### config.mk
export PLATFORM = sky130hd
export DESIGN_NAME = gps_sample_packer
export DESIGN_NICKNAME = d
export VERILOG_FILES = /design/src/rtl/gps_bridge_pkg.sv /design/src/rtl/gps_sync_fifo.sv /design/src/rtl/gps_sample_packer.sv
export SDC_FILE = /design/constraint.sdc
export NUM_CORES = 1
export LEC_CHECK = 0
export BUFFER_PORTS_ARGS = -buffer_cell sky130_fd_sc_hd__buf_2
export CORE_ASPECT_RATIO = 1.25
export CORE_MARGIN = 5
export CORE_UTILIZATION = 50
export DETAILED_ROUTE_END_ITERATION = 12
export PLACE_DENSITY_LB_ADDON = 0.12
export SLEW_MARGIN = 30
export SYNTH_ARGS = -nofsm -noshare
export SYNTH_HDL_FRONTEND = slang
export SYNTH_SLANG_ARGS = --single-unit
### constraint.sdc
create_clock -name GPS_CLK_16_368 -period 2.92 [get_ports GPS_CLK_16_368]
set_input_delay 0.73 -clock GPS_CLK_16_368 [delete_from_list [all_inputs] [get_ports GPS_CLK_16_368]]
set_output_delay 0.73 -clock GPS_CLK_16_368 [all_outputs]
set_load 0.01 [all_outputs]
### src/rtl/gps_bridge_pkg.sv
// Shared definitions for the GPS-to-MCU bridge.
// Sample/byte widths, nibble bit order, FIFO entry layout.
package gps_bridge_pkg;

    localparam int SAMPLE_W        = 4;
    localparam int BYTE_W          = 8;
    localparam int FRAME_BYTES_DEF = 512;

    // Bit positions of the front-end bits inside one sample nibble
    localparam int NIB_I1 = 3;
    localparam int NIB_I0 = 2;
    localparam int NIB_Q1 = 1;
    localparam int NIB_Q0 = 0;

    typedef logic [SAMPLE_W-1:0] nibble_t;

    typedef struct packed {
        logic              sof;
        logic [BYTE_W-1:0] data;
    } entry_t;

    typedef enum logic {
        PH_HI = 1'b0,
        PH_LO = 1'b1
    } phase_t;

    function automatic nibble_t pack_nibble(
        input logic i1,
        input logic i0,
        input logic q1,
        input logic q0
    );
        nibble_t n;
        n         = '0;
        n[NIB_I1] = i1;
        n[NIB_I0] = i0;
        n[NIB_Q1] = q1;
        n[NIB_Q0] = q0;
        return n;
    endfunction

endpackage

### src/rtl/gps_sync_fifo.sv
// Single-clock FIFO with count; push and pop may coincide.
// A push into a full FIFO is accepted only when a pop frees a slot.
module gps_sync_fifo #(
    parameter int WIDTH = 9,
    parameter int DEPTH = 4
) (
    input  logic                     clk,
    input  logic                     rst_n,
    input  logic                     push,
    input  logic [WIDTH-1:0]         wr_data,
    input  logic                     pop,
    output logic [WIDTH-1:0]         rd_data,
    output logic                     full,
    output logic                     empty,
    output logic [$clog2(DEPTH):0]   count
);

    localparam int AW = $clog2(DEPTH);

    logic [WIDTH-1:0] mem [DEPTH];
    logic [AW-1:0]    wr_ptr;
    logic [AW-1:0]    rd_ptr;
    logic             do_push;
    logic             do_pop;

    assign empty   = (count == '0);
    assign full    = (count == (AW+1)'(DEPTH));
    assign do_pop  = pop && !empty;
    assign do_push = push && (!full || do_pop);
    assign rd_data = mem[rd_ptr];

    // Storage, pointers and occupancy; storage clears so the head reads 0
    always_ff @(posedge clk or negedge rst_n) begin
        if (!rst_n) begin
            wr_ptr <= '0;
            rd_ptr <= '0;
            count  <= '0;
            for (int i = 0; i < DEPTH; i++) begin
                mem[i] <= '0;
            end
        end else begin
            if (do_push) begin
                mem[wr_ptr] <= wr_data;
                wr_ptr      <= wr_ptr + 1'b1;
            end
            if (do_pop) begin
                rd_ptr <= rd_ptr + 1'b1;
            end
            if (do_push && !do_pop) begin
                count <= count + 1'b1;
            end else if (do_pop && !do_push) begin
                count <= count - 1'b1;
            end
        end
    end

endmodule

### src/rtl/gps_sample_packer.sv
// Captures 2-bit I/Q samples, packs pairs into bytes, tags frame
// starts and queues bytes toward the downstream stage.
module gps_sample_packer
    import gps_bridge_pkg::*;
#(
    parameter int DEPTH       = 4,
    parameter int FRAME_BYTES = FRAME_BYTES_DEF
) (
    input  logic        GPS_CLK_16_368,
    input  logic        RESET_N,
    input  logic        GPS_I0,
    input  logic        GPS_I1,
    input  logic        GPS_Q0,
    input  logic        GPS_Q1,
    input  logic        ENABLE,
    output logic [7:0]  DATA,
    output logic        DATA_SOF,
    output logic        DATA_VALID,
    input  logic        DATA_READY,
    output logic        OVERFLOW,
    input  logic        OVF_CLR,
    output logic [15:0] DROP_COUNT
);

    localparam int FW = $clog2(FRAME_BYTES);
    localparam int CW = $clog2(DEPTH) + 1;

    nibble_t          smp_q;
    nibble_t          hold_q;
    phase_t           ph_q;
    phase_t           ph_d;
    logic             byte_vld;
    logic             hold_ld;
    logic [FW-1:0]    frame_q;
    entry_t           push_ent;
    entry_t           head;
    logic             fifo_full;
    logic             fifo_empty;
    logic [CW-1:0]    fifo_count;
    logic             drop;
    logic             ovf_q;
    logic [15:0]      drop_q;
    logic             unused_count;

    assign unused_count = ^fifo_count;

    // Input register: samples are captured every edge
    always_ff @(posedge GPS_CLK_16_368 or negedge RESET_N) begin
        if (!RESET_N) begin
            smp_q <= '0;
        end else begin
            smp_q <= pack_nibble(GPS_I1, GPS_I0, GPS_Q1, GPS_Q0);
        end
    end

    // Packer phase register
    always_ff @(posedge GPS_CLK_16_368 or negedge RESET_N) begin
        if (!RESET_N) begin
            ph_q <= PH_HI;
        end else begin
            ph_q <= ph_d;
        end
    end

    // Phase sequencing; disabling drops any half-built byte
    always_comb begin
        ph_d     = ph_q;
        byte_vld = 1'b0;
        hold_ld  = 1'b0;
        if (ENABLE) begin
            unique case (ph_q)
                PH_HI: begin
                    hold_ld = 1'b1;
                    ph_d    = PH_LO;
                end
                PH_LO: begin
                    byte_vld = 1'b1;
                    ph_d     = PH_HI;
                end
                default: ph_d = PH_HI;
            endcase
        end else begin
            ph_d = PH_HI;
        end
    end

    // High nibble holding register
    always_ff @(posedge GPS_CLK_16_368 or negedge RESET_N) begin
        if (!RESET_N) begin
            hold_q <= '0;
        end else if (hold_ld) begin
            hold_q <= smp_q;
        end
    end

    // Frame position advances on every formed byte, stored or dropped
    always_ff @(posedge GPS_CLK_16_368 or negedge RESET_N) begin
        if (!RESET_N) begin
            frame_q <= '0;
        end else if (byte_vld) begin
            if (frame_q == FW'(FRAME_BYTES - 1)) begin
                frame_q <= '0;
            end else begin
                frame_q <= frame_q + 1'b1;
            end
        end
    end

    assign push_ent.sof  = (frame_q == '0);
    assign push_ent.data = {hold_q, smp_q};

    // Full FIFO with no pop this edge cannot take the byte
    assign drop = byte_vld && fifo_full && !DATA_READY;

    // Drop statistics; a clear wins over a same-edge drop
    always_ff @(posedge GPS_CLK_16_368 or negedge RESET_N) begin
        if (!RESET_N) begin
            ovf_q  <= 1'b0;
            drop_q <= '0;
        end else if (OVF_CLR) begin
            ovf_q  <= 1'b0;
            drop_q <= '0;
        end else if (drop) begin
            ovf_q <= 1'b1;
            if (drop_q != 16'hFFFF) begin
                drop_q <= drop_q + 1'b1;
            end
        end
    end

    gps_sync_fifo #(
        .WIDTH ($bits(entry_t)),
        .DEPTH (DEPTH)
    ) u_fifo (
        .clk     (GPS_CLK_16_368),
        .rst_n   (RESET_N),
        .push    (byte_vld),
        .wr_data (push_ent),
        .pop     (DATA_READY),
        .rd_data (head),
        .full    (fifo_full),
        .empty   (fifo_empty),
        .count   (fifo_count)
    );

    assign DATA       = head.data;
    assign DATA_SOF   = head.sof;
    assign DATA_VALID = !fifo_empty;
    assign OVERFLOW   = ovf_q;
    assign DROP_COUNT = drop_q;

endmodule

==> results.yml, run 1 <==
cts:
  cts_buffers: 9
  post_cts_buffers: 0
  clkTransAtPathRegs_ps: 80
  root_buffer: "clkbuf_8"
  tritoncts: "done"
  htreeDepth: 3
  ctsLongestPathBuffers: 2
  clkLatencyLatePin_ps: 340
  holdBufCountCts: 0
  cts_sinks: 78
  cts_resized: 0
synth:
  syn-num-nets: 314
  syn_inst: 295
  postSynthAreaPerCell_um2: 12.4
  synthAdderAreaFrac_pct: 3.61
  synth_edf_count: 0
  synth_flop_cell: "dfrtp_1"
  ys_ff_latch: 78
  synthArstFlopShare_pct: 100
  synth-compound-area-share_pct: 7.09
  synth-simple-area-share_pct: 13.0
  yosysUniqueCellTypes: 43
  synth_xor_area_share_pct: 1.43
  synth_top_family_by_area: "multiplexers"
  synth.cell_area_um2: 3670
  yosysWarnings: 0
  synthMuxAreaShare_pct: 19.9
  ys_seq_area_share_pct: 53.2
sta:
  hold_viol: 0
  setup_violations: 0
  drv_slew: 0
  fmaxAchievable_mhz: 411
  max_slew_margin_pct: 62.3
  max_slew.worst_pin.slew_ps: 565
  fin_crit_sh_pct: 83.3
  tns_ps: 0
  fin_crit_ps: 2430
  worst_clock_skew_ps: 9.01
  rsz0062_at_grt: "false"
worst_setup_path:
  slowest_stage: "mux4_2"
  arrival_ps: 1700
  required_ps: 2190
  critPathMaxFanout: 9
  path_cells: "buf_4 > mux4_2 > buf_2"
  cp-start-kind: "flip-flop"
  cp-end-kind: "output port"
  slowest_delay_ps: 540
  critical_path_class: "reg -> out"
placement:
  detailed_place_hpwl_mm: 4.99
  io_buffer_count: 35
  place.gp.congestion: 0.791
drt:
  vias_per_cell: 5.54
  drtIter0Drc: 62
  post_drt_wl_per_cell_um: 16.5
  vias: 2414
  ant_nets: 0
  drt-pass1-iter-count: 4
  drcViolationCount: 0
  wl_mm: 7.19
grt:
  grtUsageTotal_pct: 17.2
  grt_pass1_wl_mm: 12.3
  grt_max_degree: 46
  antenna_found_initial: 0
  grt_overflow: 0
  grt_pass1_vias: 2509
final_layout:
  diodes: 0
  nFillCells: 632
  final_cell_mix: "dfrtp_1, mux2_2, buf_2"
  fin_nets: 359
  mostFrequentLayoutCell: "dfrtp_1"
  postLayoutCoreUtil_pct: 58.4
  area_delta_synth_final_pct: 15.6
  drive_gt1_share_pct: 33.4
die:
  dieWidth_um: 86.7
  io-pin-count: 36
  dieHeight_um: 106
  core.rowCount: 35
  dieArea_um2: 9170
  core_um2: 7270
  start_util_pct: 50.5
status:
  status: "complete, no violations"
run:
  drv_cap: 0
hold_path:
  hold_path.class: "in -> async"
power:
  power_density_nw_per_um2: 842
  p_leak_nw: 1.92
  peakVddDrop_mv: 0.546
-- logic make-up (layout without fill, tap and decap cells) --
group                    after synthesis  count (layout)
AO/OA/AOI/OAI                         41              41
buffers and inverters                 17              66
adder cells (fa/ha/maj)               10              10
flip-flops                            78              78
XOR/XNOR                               6               6
AND/OR/NAND/NOR                       87              87
multiplexers                          56              56
-- layout make-up --
class / count / area [um^2] / area share [%]
clock inverter: 5 / 108 / 2.54
timing repair buffer: 42 / 243 / 5.72
multi-input combinational: 200 / 1660 / 39.0
clock buffer: 10 / 138 / 3.24
inverter: 9 / 33.8 / 0.796
tap: 92 / 115 / 2.71
sequential: 78 / 1950 / 46.0
-- cells in the mapped netlist, types with 4 or more instances --
cell type   n  area, um^2
inv_1       9        33.8
a21oi_1    13        65.1
and3_1      6        37.5
dfrtp_1    78        1950
o21ai_0    12        60.1
mux2_2     46         518
clkbuf_1    5        18.8
mux4_2      9         203
nand3_1     7        35.0
ha_1        9         113
xnor2_1     4        35.0
nor2_1     14        52.6
nand4_1     4        25.0
nor3_1      6        30.0
nand2_1    22        82.6
nor2b_1     6        37.5
-- stage by stage --
stage	hold WS (ps)	power [mW]	cells	worst slack, ps	area, um^2
finish	325	3.58	436	486	4240
floorplan	434	2.32	295	296	3670
global route	347	3.81	436	387	4240
global placement	482	2.59	421	200	4000
detailed placement	487	2.64	421	170	4000
CTS	333	3.63	436	441	4240
-- metal layers --
layer	wire length (um)	share of wire, %	track usage (%)	vias up
li1	-	-	-	1184
met1	3270	46	21.9	1185
met2	3540	49	28.4	35
met3	257	3.6	3.05	10
met4	116	1.6	7.02	0
met5	0	0	0	-
-- flip-flops by register name, summed over array words and instances (netlist names) --
register and cells:
OVERFLOW 1, u_fifo.count 3, u_fifo.mem 36, u_fifo.wr_ptr 2
smp_q 4, DROP_COUNT 16, frame_q 9, hold_q 4
ph_q 1, u_fifo.rd_ptr 2
-- final timing paths --
path                         slack, ps  cells after the start        startpoint              to
min reg2reg                        510                      1    u_fifo.mem[10]  u_fifo.mem[10]
max in group asynchronous         2020                      2           RESET_N   u_fifo.mem[3]
max                                490                      3  u_fifo.rd_ptr[0]         DATA[0]
min in group GPS_CLK_16_368        490                      1            GPS_I0        smp_q[2]
min                                330                      1           RESET_N  u_fifo.mem[19]
max reg2reg                        590                      5   u_fifo.count[0]   DROP_COUNT[8]
-- worst max-delay path: cells and delay by family, from the launching register on --
kind	cells	cell delay (ps)
muxes	1	540
buffers and inverters	2	420
DFF	1	410
-- where the power goes --
group	internal, mW	switching (mW)	total (mW)
logic	0.578	0.390	0.969
registers	1.40	0.232	1.63
clock network	0.590	0.389	0.979
(Power assumes the default switching activity.)
==> run 2: changes to the inputs <==
- clock period: 2.92 -> 1.95 ns (I/O delays scaled with it)
==> run 2 against run 1 <==
Compared with the run above: the run now ends with setup timing left; final cell count is 12% higher; worst setup slack worse by 660 ps; critical endpoint is now DROP_COUNT[10]; sequential share of layout area is 5.8 points lower; count of clock-buffer cells in the layout grew 1; register-to-register slack got worse by 770 ps.
==> results.yml, run 2 (same netlist as run 1, synthesis figures left out) <==
die:
  dieWidth_um: 86.7
  dieArea_um2: 9170
  io-pin-count: 36
  start_util_pct: 50.5
  core_um2: 7270
  core.rowCount: 35
  dieHeight_um: 106
sta:
  drv_slew: 0
  layout_setup_ws_ps: -178
  rsz0062_at_grt: "true"
  whs_ps: 55.7
  fmaxAchievable_mhz: 470
  max_slew_margin_pct: 54.4
  fin_crit_sh_pct: 109
  fin_crit_ps: 2130
  setup_violations: 17
  worst_clock_skew_ps: 9.98
  hold_viol: 0
  tns_ps: -1220
  max_slew.worst_pin.slew_ps: 679
drt:
  post_drt_wl_per_cell_um: 16.3
  ant_nets: 0
  met1_length_mm: 3.37
  drt-pass1-iter-count: 4
  wl_mm: 7.93
  drtIter0Drc: 84
  vias: 2720
  routed.top_layer: "met4"
  vias_per_cell: 5.59
  drcViolationCount: 0
  dr_wl_met2_mm: 4.20
  met3_length_um: 264
grt:
  grt_overflow: 0
  grt_max_degree: 36
  grt_pass1_vias: 2771
  grt_pass1_wl_mm: 13.4
  antenna_found_initial: 0
  grtUsageTotal_pct: 18.6
run:
  drv_cap: 0
worst_setup_path:
  cp-end-kind: "flip-flop"
  cp-start-kind: "flip-flop"
  critical_path_class: "reg -> reg"
  arrival_ps: 2390
  critPathMaxFanout: 6
  required_ps: 2210
status:
  status: "complete, but fails checks"
  violations: "setup timing"
cts:
  ctsLongestPathBuffers: 2
  root_buffer: "clkbuf_8"
  holdBufCountCts: 0
  clkLatencyLatePin_ps: 340
  htreeDepth: 3
  cts_sinks: 78
  clkTransAtPathRegs_ps: 80
  tritoncts: "done"
  cts_buffers: 9
final_layout:
  area_delta_synth_final_pct: 32.2
  mostFrequentLayoutCell: "dfrtp_1"
  drive_gt1_share_pct: 46.8
  final_cell_mix: "dfrtp_1, buf_4, mux2_2"
  regMostFlops: "u_fifo.mem"
  largest_reg_flops: 36
  fin_nets: 409
  nFillCells: 570
  diodes: 0
power:
  clkPwrFrac_pct: 22.7
  pwr-share-comb_pct: 35.9
  sequentialPowerShare_pct: 41.4
  power_density_nw_per_um2: 1170
  p_leak_nw: 2.24
  p_int_mw: 4.08
  peakVddDrop_mv: 0.726
  swShare_pct: 28.5
  net-switching-power_mw: 1.62
hold_path:
  hold_path.class: "in -> async"
placement:
  place.gp.congestion: 0.873
  io_buffer_count: 35
  detailed_place_hpwl_mm: 5.54
## run 2: changes by cell type in the layout (fill, tap and decap cells not counted), sizes merged
cell / before / now
bufinv: 3 / 2
buf: 42 / 92
clkinvlp: 0 / 2
clkbuf: 10 / 11
clkinv: 2 / 1
## run 2: repair_timing
action | CTS | global route
buffers inserted | 2 | 3
endpoints found under the setup margin | 18 | 31
pin swaps | 3 | 3
gates resized for setup | 13 | 21
## run 2: cell type report
class,count,area (um^2),area share [%]
clock buffers,11,131,2.71
well taps,92,115,2.37
inverters,9,33.8,0.696
clock inverters,5,83.8,1.73
repair buffers,92,736,15.2
flip-flops and latches,78,1950,40.2
multi-input cells,200,1800,37.1
## run 2: layer usage
layer	GRT usage [%]	vias to the layer above
met5	0	-
met4	4.68	0
met3	3.99	5
met2	31.6	50
met1	23.9	1388
li1	-	1277
## run 2: per-stage QoR
| stage | cells | utilization [%] | setup WS (ps) | cell area (um^2) | power, mW |
|---|---|---|---|---|---|
| 2_1_floorplan | 295 | - | -256 | 3730 | 3.51 |
| 3_3_place_gp | 466 | 61.3 | -405 | 4450 | 4.13 |
| 3_5_place_dp | 466 | 61.3 | -466 | 4450 | 4.22 |
| 4_1_cts | 484 | 65.3 | -243 | 4750 | 5.67 |
| 5_1_grt | 487 | 66.8 | -220 | 4850 | 6.06 |
| 6_report | 487 | 66.8 | -178 | 4850 | 5.70 |
## run 2: worst paths after layout
check | start | to | slack [ps] | depth (start not counted)
max reg2reg | u_fifo.count[1] | DROP_COUNT[10] | -180 | 4
min in group GPS_CLK_16_368 | GPS_I0 | smp_q[2] | 250 | 1
min reg2reg | ph_q | ph_q | 470 | 1
min | RESET_N | u_fifo.mem[15] | 60 | 1
max in group asynchronous | RESET_N | DROP_COUNT[9] | 1320 | 2
max | u_fifo.count[1] | DROP_COUNT[10] | -180 | 4
## run 2: critical path, cell delays in order, from the launching register on
cell	delay, ps
dfrtp_1	380
or4b_4	550
or4_4	470
or4_4	530
a21oi_2	120
## run 2: power groups by stage
stage	clock network, mW	registers, mW	logic, mW
finish	1.30	2.36	2.05
global route	1.41	2.42	2.24
CTS	1.34	2.36	1.97
detailed placement	0	2.39	1.83
global placement	0	2.36	1.78
floorplan	0	2.33	1.18
